[src/rtl/regfile_pkg.sv]
// regfile_pkg: shared constants and types for the register-file writeback path.
//   XLEN  - data width
//   NREGS - architectural register count
//   AW    - register address width
//   wb_req_t   - one writeback request (destination address + data)
//   reg_decode - one-hot decode of a register address; r0 never decodes
package regfile_pkg;

  localparam int XLEN  = 32;
  localparam int NREGS = 32;
  localparam int AW    = 5;

  typedef struct packed {
    logic [AW-1:0]   addr;
    logic [XLEN-1:0] data;
  } wb_req_t;

  // r0 is hardwired zero, so it is never reported as pending.
  function automatic logic [NREGS-1:0] reg_decode(input logic [AW-1:0] a);
    logic [NREGS-1:0] onehot;
    onehot    = '0;
    onehot[a] = 1'b1;
    onehot[0] = 1'b0;
    return onehot;
  endfunction

endpackage

[src/rtl/wb_hold_slot.sv]
// wb_hold_slot: one-entry holding register for a writeback requester.
//   clk, reset (sync, active-low)
//   valid, req_in   - incoming request
//   ready           - slot can accept this cycle (empty, or being drained now)
//   grant           - arbiter drains the slot at the next edge
//   full, req_out   - slot occupancy and held request
// Requests to r0 complete the handshake but are dropped without loading.
module wb_hold_slot
  import regfile_pkg::*;
(
  input  logic    clk,
  input  logic    reset,
  input  logic    valid,
  input  wb_req_t req_in,
  input  logic    grant,
  output logic    ready,
  output logic    full,
  output wb_req_t req_out
);

  logic    full_q, full_d;
  wb_req_t req_q, req_d;
  logic    accept;

  always_comb begin
    ready  = ~full_q | grant;
    accept = valid & ready;
    full_d = full_q;
    req_d  = req_q;
    if (grant) full_d = 1'b0;
    // A new accept on the drain edge refills the slot immediately.
    if (accept && (req_in.addr != '0)) begin
      full_d = 1'b1;
      req_d  = req_in;
    end
  end

  always_ff @(posedge clk) begin
    if (!reset) begin
      full_q <= 1'b0;
      req_q  <= '0;
    end else begin
      full_q <= full_d;
      req_q  <= req_d;
    end
  end

  assign full    = full_q;
  assign req_out = req_q;

endmodule

[src/rtl/regfile_wb_arbiter.sv]
// regfile_wb_arbiter: shares the register-file write port between two
// writeback requesters (port 0: ALU, port 1: load/multi-cycle unit).
//   clk, reset (sync, active-low)
//   wbN_valid/addr/data/ready - requester handshakes into one-entry slots
//   we3/a3/wd3                - registered register-file write port
//   pend_mask                 - registers with a write held or being issued
// Optional feature macro WB_BYPASS_EN adds a1/a2/rd1_rf/rd2_rf/rd1/rd2 and
// forwards the write being issued to the read ports in the cycle before the
// register file commits it.
module regfile_wb_arbiter
  import regfile_pkg::*;
(
  input  logic             clk,
  input  logic             reset,
  input  logic             wb0_valid,
  input  logic [AW-1:0]    wb0_addr,
  input  logic [XLEN-1:0]  wb0_data,
  output logic             wb0_ready,
  input  logic             wb1_valid,
  input  logic [AW-1:0]    wb1_addr,
  input  logic [XLEN-1:0]  wb1_data,
  output logic             wb1_ready,
  output logic             we3,
  output logic [AW-1:0]    a3,
  output logic [XLEN-1:0]  wd3,
  output logic [NREGS-1:0] pend_mask
`ifdef WB_BYPASS_EN
  ,
  input  logic [AW-1:0]    a1,
  input  logic [AW-1:0]    a2,
  input  logic [XLEN-1:0]  rd1_rf,
  input  logic [XLEN-1:0]  rd2_rf,
  output logic [XLEN-1:0]  rd1,
  output logic [XLEN-1:0]  rd2
`endif
);

  wb_req_t wb0_req, wb1_req;
  wb_req_t slot0, slot1;
  logic    full0, full1;
  logic    grant0, grant1;

  logic            we3_q, we3_d;
  logic [AW-1:0]   a3_q, a3_d;
  logic [XLEN-1:0] wd3_q, wd3_d;
  // last_q = index of the port granted most recently; 1 at reset so port 0
  // wins the first tie.
  logic            last_q, last_d;

  always_comb begin
    wb0_req.addr = wb0_addr;
    wb0_req.data = wb0_data;
    wb1_req.addr = wb1_addr;
    wb1_req.data = wb1_data;
  end

  wb_hold_slot u_slot0 (
    .clk     (clk),
    .reset   (reset),
    .valid   (wb0_valid),
    .req_in  (wb0_req),
    .grant   (grant0),
    .ready   (wb0_ready),
    .full    (full0),
    .req_out (slot0)
  );

  wb_hold_slot u_slot1 (
    .clk     (clk),
    .reset   (reset),
    .valid   (wb1_valid),
    .req_in  (wb1_req),
    .grant   (grant1),
    .ready   (wb1_ready),
    .full    (full1),
    .req_out (slot1)
  );

  // Grant depends only on slot flags and last_q, keeping ready free of valid.
  always_comb begin
    grant0 = full0 & (~full1 | last_q);
    grant1 = full1 & (~full0 | ~last_q);
    we3_d  = 1'b0;
    a3_d   = a3_q;
    wd3_d  = wd3_q;
    last_d = last_q;
    if (grant0) begin
      we3_d  = 1'b1;
      a3_d   = slot0.addr;
      wd3_d  = slot0.data;
      last_d = 1'b0;
    end else if (grant1) begin
      we3_d  = 1'b1;
      a3_d   = slot1.addr;
      wd3_d  = slot1.data;
      last_d = 1'b1;
    end
  end

  always_ff @(posedge clk) begin
    if (!reset) begin
      we3_q  <= 1'b0;
      a3_q   <= '0;
      wd3_q  <= '0;
      last_q <= 1'b1;
    end else begin
      we3_q  <= we3_d;
      a3_q   <= a3_d;
      wd3_q  <= wd3_d;
      last_q <= last_d;
    end
  end

  assign we3 = we3_q;
  assign a3  = a3_q;
  assign wd3 = wd3_q;

  always_comb begin
    pend_mask = '0;
    if (full0) pend_mask = pend_mask | reg_decode(slot0.addr);
    if (full1) pend_mask = pend_mask | reg_decode(slot1.addr);
    if (we3_q) pend_mask = pend_mask | reg_decode(a3_q);
  end

`ifdef WB_BYPASS_EN
  assign rd1 = (we3_q && (a3_q == a1) && (a1 != '0)) ? wd3_q : rd1_rf;
  assign rd2 = (we3_q && (a3_q == a2) && (a2 != '0)) ? wd3_q : rd2_rf;
`endif

endmodule

[config.mk]
export PLATFORM = sky130hd
export DESIGN_NAME = regfile_wb_arbiter
export DESIGN_NICKNAME = d
export VERILOG_FILES = /design/src/rtl/regfile_pkg.sv /design/src/rtl/wb_hold_slot.sv /design/src/rtl/regfile_wb_arbiter.sv
export SDC_FILE = /design/constraint.sdc
export NUM_CORES = 1
export LEC_CHECK = 0
export BUFFER_PORTS_ARGS = -buffer_cell sky130_fd_sc_hd__clkbuf_2
export CORE_UTILIZATION = 40
export CTS_BUF_LIST = sky130_fd_sc_hd__clkbuf_2
export DETAILED_ROUTE_END_ITERATION = 8
export REMOVE_ABC_BUFFERS = 1
export SYNTH_ARGS = -nofsm -noshare
export SYNTH_HDL_FRONTEND = slang
export SYNTH_SLANG_ARGS = --single-unit
export TNS_END_PERCENT = 100
[constraint.sdc]
create_clock -name clk -period 2.7 [get_ports clk]
set_input_delay 0.135 -clock clk [delete_from_list [all_inputs] [get_ports clk]]
set_output_delay 0.135 -clock clk [all_outputs]
set_load 0.1 [all_outputs]
### Yosys cells after proc, flatten, opt, wreduce, memory -nomap -nowiden

Cells that the tools add are included.

* bits in registers: 115
* logic and storage cells: 60
* input bits: 78

* bitwise logic cells: 13
* multiplexer cells: 21
* order comparisons: 6
* reductions and logical operators: 10

Operators with widths (number)
* 32-bit 2-to-1 mux: 5
* 32-bit OR: 2
* 5-bit by 6-bit < comparator with 1-bit output, second input constant: 3
* 1-bit demux with 5-bit select: 3
* 5-bit by 1-bit greater-or-equal comparator with 1-bit output, second input constant: 3
* 1-bit 2-to-1 mux: 11
* 5-bit 2-to-1 mux: 2
* 5-bit nonzero test: 2
* 2-bit nonzero test: 3
* 1-bit logical AND: 5
* 1-bit AND: 4
* 1-bit OR: 4
* 1-bit inverter: 3

### Longest topological paths before layout

* depth in word-level cells: 9
* depth in mapped cells: 7

### By module

A second synthesis with hierarchy kept.

* cell total of the unflattened synthesis: 615
* area, all modules: 5431.5 um2

By module, submodules not included
* wb_hold_slot: seq. area each 760.7 um2, instances 2, cells each 170, area an instance 1545.2 um2
* regfile_wb_arbiter: seq. area each 780.7 um2, instances 1, cells each 275, area an instance 2341.0 um2

### Least setup slack after synthesis

No wires, ideal clock.

* path kind: register to output
* start: register a3_q[3] (netlist: a3[3])
* end: output port pend_mask[8]
* arrival: 2415 ps
* stages on the path, launching flop included: 5
* path slack: 150 ps
* path buffers: 1
* path through: dfxtp_1 > clkbuf_1 > nor3b_1 > a22oi_1 > nand2_1

* longest elaborated chain between the ends: 6

RTL lines
* start: declaration: RTL line regfile_wb_arbiter.sv:44 `logic [AW-1:0] a3_q, a3_d;`
* start signal: assignment: RTL line regfile_wb_arbiter.sv:103 `a3_q <= '0;`
* start signal: assignment: RTL line regfile_wb_arbiter.sv:108 `a3_q <= a3_d;`
* 5-bit by 6-bit < comparator with 1-bit output (implied by the code) or 5-bit by 1-bit greater-or-equal comparator with 1-bit output (tied branches): RTL line regfile_pkg.sv:22 `onehot[a] = 1'b1;`
* 1-bit logical AND (implied by the code): RTL line regfile_pkg.sv:22
* 1-bit 2-to-1 mux (implied by the code): RTL line regfile_pkg.sv:22
* 1-bit demux with 5-bit select *: RTL line regfile_pkg.sv:22
* 32-bit OR *: RTL line regfile_wb_arbiter.sv:122 `if (we3_q) pend_mask = pend_mask | reg_decode(a3_q);`
* 32-bit 2-to-1 mux *: RTL line regfile_wb_arbiter.sv:122
* end: declaration: RTL line regfile_wb_arbiter.sv:26 `output logic [NREGS-1:0] pend_mask`

Mark *: on every way between the ends. The rest lies on a longest branch, timed or not.

### Worst setup path after layout

* start: register u_slot0.req_q, in the netlist u_slot0.req_out[35]
* end: output port pend_mask[10]

* longest elaborated chain between the ends: 9

RTL lines
* start: declaration: RTL line wb_hold_slot.sv:22 `wb_req_t req_q, req_d;`
* start signal: assignment: RTL line wb_hold_slot.sv:44 `req_q <= req_d;`
* 5-bit by 6-bit < comparator with 1-bit output (implied by the code) or 5-bit by 1-bit greater-or-equal comparator with 1-bit output (tied branches): RTL line regfile_pkg.sv:22
* 1-bit logical AND (implied by the code): RTL line regfile_pkg.sv:22
* 1-bit 2-to-1 mux (implied by the code): RTL line regfile_pkg.sv:22
* 1-bit demux with 5-bit select *: RTL line regfile_pkg.sv:22
* 32-bit 2-to-1 mux *: RTL line regfile_wb_arbiter.sv:120 `if (full0) pend_mask = pend_mask | reg_decode(slot0.addr);`
* 32-bit OR: RTL line regfile_wb_arbiter.sv:121 `if (full1) pend_mask = pend_mask | reg_decode(slot1.addr);`
* 32-bit 2-to-1 mux *: RTL line regfile_wb_arbiter.sv:121
* 32-bit OR: RTL line regfile_wb_arbiter.sv:122
* 32-bit 2-to-1 mux *: RTL line regfile_wb_arbiter.sv:122

Marks and branches as above.

==> metrics.txt <==
# TYPE chip_impl_metric gauge
chip_impl_metric{name="synthDominantCellAreaShare",unit="%"} 44.1
chip_impl_metric{name="powerDensity",unit="nW/um^2"} 526
chip_impl_metric{name="antenna_found_initial",unit=""} 0
chip_impl_metric{name="postSynthRegisterBits",unit=""} 115
chip_impl_info{name="outcome",value="completed"} 1
chip_impl_metric{name="grt_max_degree",unit=""} 151
chip_impl_metric{name="synthArstFlopShare",unit="%"} 0
chip_impl_metric{name="design_power_total",unit="mW"} 3.74
chip_impl_metric{name="cts-buffers-inserted",unit=""} 17
chip_impl_metric{name="synth.lib_cells_used.distinct",unit=""} 28
chip_impl_metric{name="clk_transition_reported_paths",unit="ps"} 170
chip_impl_metric{name="power.switching_fraction",unit="%"} 32.0
chip_impl_metric{name="worstPathRequired",unit="ps"} 2570
chip_impl_metric{name="synth-xor-area-share",unit="%"} 0
chip_impl_metric{name="setup_violations",unit=""} 0
chip_impl_metric{name="worst_vdd_drop",unit="V"} 0.000289
chip_impl_metric{name="wl",unit="um"} 15400
chip_impl_metric{name="yosysSeqAreaShare",unit="%"} 44.1
chip_impl_metric{name="initialDrtViolationCount",unit=""} 314
chip_impl_metric{name="maxSlewViolCount",unit=""} 0
chip_impl_metric{name="synth-warning-count",unit=""} 0
chip_impl_metric{name="vias_per_cell",unit=""} 5.13
chip_impl_metric{name="synth_enable_flop_cells",unit=""} 0
chip_impl_metric{name="timing.hold.ws",unit="ps"} 256
chip_impl_metric{name="die_w",unit="um"} 116
chip_impl_metric{name="max_freq",unit="GHz"} 0.384
chip_impl_metric{name="p_leak",unit="nW"} 3.29
chip_impl_info{name="start_kind",value="flop"} 1
chip_impl_info{name="startpoint",value="u_slot0.req_out[35]"} 1
chip_impl_metric{name="cts_htree_levels",unit=""} 4
chip_impl_metric{name="final_min_period_over_clock_period",unit="%"} 96.4
chip_impl_metric{name="wl_per_cell",unit="um"} 14.7
chip_impl_metric{name="worstPathArrival",unit="ps"} 2470
chip_impl_metric{name="num_vias",unit=""} 5387
chip_impl_metric{name="combinationalPowerShare",unit="%"} 19.9
chip_impl_info{name="dominant_combinational_cell_family_by_area_after_synthesis",value="simple AND/OR/NAND/NOR gates"} 1
chip_impl_metric{name="timing.final.hold_violations",unit=""} 0
chip_impl_metric{name="grt_first_pass_wirelength",unit="um"} 25300
chip_impl_metric{name="synth_compound_gate_area_share",unit="%"} 17.0
chip_impl_metric{name="n_antenna_cell",unit=""} 0
chip_impl_metric{name="actual_transition_at_the_worst_max_transition_pin",unit="ps"} 819
chip_impl_metric{name="finClkSkew",unit="ps"} 38.2
chip_impl_info{name="netlist_top_cells_area",value="sky130_fd_sc_hd__dfxtp_1, sky130_fd_sc_hd__nand2_1, sky130_fd_sc_hd__o21ai_0, sky130_fd_sc_hd__nand3_1, sky130_fd_sc_hd__mux2i_1"} 1
chip_impl_metric{name="post-route-worst-setup-slack",unit="ps"} 96.0
chip_impl_metric{name="clkLatencyLatePin",unit="ps"} 640
chip_impl_metric{name="yosys-mux-area-fraction",unit="%"} 7.12
chip_impl_info{name="yosys-top-cells-count",value="sky130_fd_sc_hd__nand2_1, sky130_fd_sc_hd__dfxtp_1, sky130_fd_sc_hd__o21ai_0, sky130_fd_sc_hd__nand3_1, sky130_fd_sc_hd__mux2i_1"} 1
chip_impl_metric{name="post_synth_instance_area",unit="sq um"} 5220
chip_impl_metric{name="reg2reg_depth",unit=""} 6
chip_impl_metric{name="rrSetupSlack",unit="ps"} 370
chip_impl_metric{name="synth_adder_area_share",unit="%"} 0
chip_impl_metric{name="floorplan.rows",unit=""} 41
chip_impl_metric{name="min_period",unit="ps"} 2600
chip_impl_metric{name="place_area",unit="sq um"} 6020
chip_impl_metric{name="drive_above_1_share",unit="%"} 22.9
chip_impl_metric{name="area_growth_syn_to_layout",unit="%"} 36.5
chip_impl_info{name="critical_path_start_end_classification",value="reg2out"} 1
chip_impl_metric{name="timing.critical_path.fanout_max",unit=""} 10
chip_impl_info{name="synth_top_area_cell",value="sky130_fd_sc_hd__dfxtp_1"} 1
chip_impl_metric{name="avg_cell_area_syn",unit="sq um"} 7.85
chip_impl_info{name="synthFlopType",value="sky130_fd_sc_hd__dfxtp_1"} 1
chip_impl_metric{name="detailedPlace.worstSlack",unit="ps"} 531
chip_impl_metric{name="dieHeight",unit="um"} 116
chip_impl_info{name="root_cell_of_the_clock_tree",value="sky130_fd_sc_hd__clkbuf_2"} 1
chip_impl_metric{name="cell_internal_pwr",unit="mW"} 2.55
chip_impl_info{name="cts_tree",value="built"} 1
chip_impl_metric{name="post_synth_inst_count",unit=""} 665
chip_impl_metric{name="p_sw",unit="mW"} 1.20
chip_impl_metric{name="fin_area",unit="sq um"} 7120
chip_impl_metric{name="floorplan.initialDensity",unit="%"} 41.2
chip_impl_metric{name="gp_congestion",unit=""} 0.836
chip_impl_metric{name="clkSinkCount",unit=""} 115
chip_impl_metric{name="detail-route-antenna-nets",unit=""} 0
chip_impl_info{name="whs_endpoint",value="u_slot0.req_out[18]"} 1
chip_impl_info{name="post-synth-top-count-cell",value="sky130_fd_sc_hd__nand2_1"} 1
chip_impl_info{name="r2r-end",value="u_slot0.req_out[34]"} 1
chip_impl_metric{name="whs_path_depth",unit=""} 4
chip_impl_metric{name="synth_simple_gate_area_share",unit="%"} 25.5
chip_impl_metric{name="clockPowerShare",unit="%"} 30.0
chip_impl_metric{name="pin_count",unit=""} 150
chip_impl_info{name="min-delay-start",value="wb0_data[18]"} 1
chip_impl_metric{name="firstDrtPassIters",unit=""} 7
chip_impl_metric{name="slew_headroom",unit="%"} 45.1
chip_impl_info{name="holdCritPathClass",value="in2reg"} 1
chip_impl_info{name="reg2reg_from",value="u_slot0.full"} 1
chip_impl_metric{name="grt_use_total",unit="%"} 24.0
chip_impl_metric{name="clk_path_buf_depth",unit=""} 2
chip_impl_metric{name="number_of_global_route_vias_before_repair",unit=""} 5150
chip_impl_metric{name="core_area",unit="sq um"} 12700
chip_impl_metric{name="reported_max_cap_violation_count",unit=""} 0
chip_impl_metric{name="place_hpwl",unit="um"} 9730
chip_impl_metric{name="finalCoreUtilization",unit="%"} 56.2
chip_impl_info{name="grt_setup_unrepaired",value="true"} 1
chip_impl_metric{name="number_of_nets_at_the_end_of_the_flow",unit=""} 945
chip_impl_metric{name="grt.overflow.total",unit=""} 0
chip_impl_metric{name="seq_power_share",unit="%"} 50.1
chip_impl_metric{name="fillCellCount",unit=""} 1213
chip_impl_metric{name="design.die.area",unit="sq um"} 13500
chip_impl_metric{name="place.port_buffers",unit=""} 148
chip_impl_metric{name="post_route_drc",unit=""} 0
chip_impl_info{name="endpoint_kind",value="primary output"} 1
==> how the worst max path moves through the flow <==
| stage | end | slack, ps | cells past startpoint |
|---|---|---|---|
| after floorplan | a3[0] | -2140 | 4 |
| after global placement | pend_mask[1] | 550 | 5 |
| after detailed placement | pend_mask[1] | 530 | 5 |
| after CTS | pend_mask[13] | 20 | 5 |
| after global routing | pend_mask[7] | -110 | 4 |
| final | pend_mask[10] | 100 | 4 |
==> area by class of cell <==
type,instances,area (sq um),area share [%]
Clock inverter,12,141,1.98
Timing Repair Buffer,241,1730,24.3
Multi-Input combinational cell,488,2630,36.9
Sequential cell,115,2300,32.3
Clock buffer,18,90.1,1.26
Inverter,4,15.0,0.211
Tap cell,172,215,3.02
==> metal layers <==
| layer | track usage (%) | routed length (um) | vias up |
|---|---|---|---|
| li1 | - | - | 2695 |
| met1 | 29.6 | 6850 | 2499 |
| met2 | 41.0 | 7460 | 179 |
| met3 | 6.07 | 942 | 14 |
| met4 | 7.18 | 200 | 0 |
| met5 | 0 | 0 | - |
==> through the flow <==
step	std cells	setup TNS, ps
6_report	1050	0
5_1_grt	1050	-543
4_1_cts	1049	0
3_5_place_dp	938	0
3_3_place_gp	938	0
2_1_floorplan	607	-76930
==> sequential cells by signal (all words and copies together) (netlist names) <==
name	cells
u_slot0.req_out	37
u_slot1.req_out	37
wd3	32
a3	5
last_q	1
u_slot0.full	1
u_slot1.full	1
we3	1
==> critical path, stage by stage, from the launching register on <==
cell and delay [ps]:
sky130_fd_sc_hd__dfxtp_1 560, sky130_fd_sc_hd__nor3b_1 560, sky130_fd_sc_hd__a22oi_1 150, sky130_fd_sc_hd__nand2_1 120, sky130_fd_sc_hd__clkbuf_2 460
==> what timing repair did <==
action | CTS | global route
gates resized for setup | 10 | 9
endpoints found under the setup margin | 12 | 32
hold buffers | 81 | 0
pin swaps | 0 | 1
hold endpoints to repair | 86 | 0
setup buffers | 0 | 1
gates cloned | 0 | 0
==> logic make-up (layout without fill, tap and decap cells) <==
| group | count (synthesis) | count (layout) |
|---|---|---|
| multiplexers | 37 | 37 |
| AND/OR/NAND/NOR | 297 | 297 |
| other | 1 | 1 |
| buffers and inverters | 62 | 275 |
| flip-flops | 115 | 115 |
| AO/OA/AOI/OAI | 153 | 153 |
==> power groups by stage <==
stage / sequential, mW / combinational (mW) / clock [mW]
floorplan: 2.06 / 0.260 / 0
global placement: 1.91 / 0.639 / 0
detailed placement: 1.91 / 0.646 / 0
CTS: 1.87 / 0.740 / 1.16
global route: 1.89 / 0.803 / 1.24
finish: 1.88 / 0.744 / 1.12
==> cells in the final DEF (no fill, tap or decap), types with 4 or more instances in the layout <==
master	netlist	final
sky130_fd_sc_hd__o21ai_1	11	10
sky130_fd_sc_hd__nor2_1	9	6
sky130_fd_sc_hd__mux2i_1	36	36
sky130_fd_sc_hd__nor3_1	4	4
sky130_fd_sc_hd__buf_12	0	5
sky130_fd_sc_hd__dlygate4sd3_1	0	81
sky130_fd_sc_hd__buf_4	5	8
sky130_fd_sc_hd__nor3b_1	11	11
sky130_fd_sc_hd__clkbuf_2	6	154
sky130_fd_sc_hd__o21ai_0	106	105
sky130_fd_sc_hd__and3b_1	5	5
sky130_fd_sc_hd__a22oi_1	29	29
sky130_fd_sc_hd__nand3_1	76	76
sky130_fd_sc_hd__clkbuf_4	0	9
sky130_fd_sc_hd__inv_1	4	4
sky130_fd_sc_hd__dfxtp_1	115	113
sky130_fd_sc_hd__and3_1	6	6
sky130_fd_sc_hd__nand2_1	181	181
No activity file was read; power rests on OpenSTA's default activity.
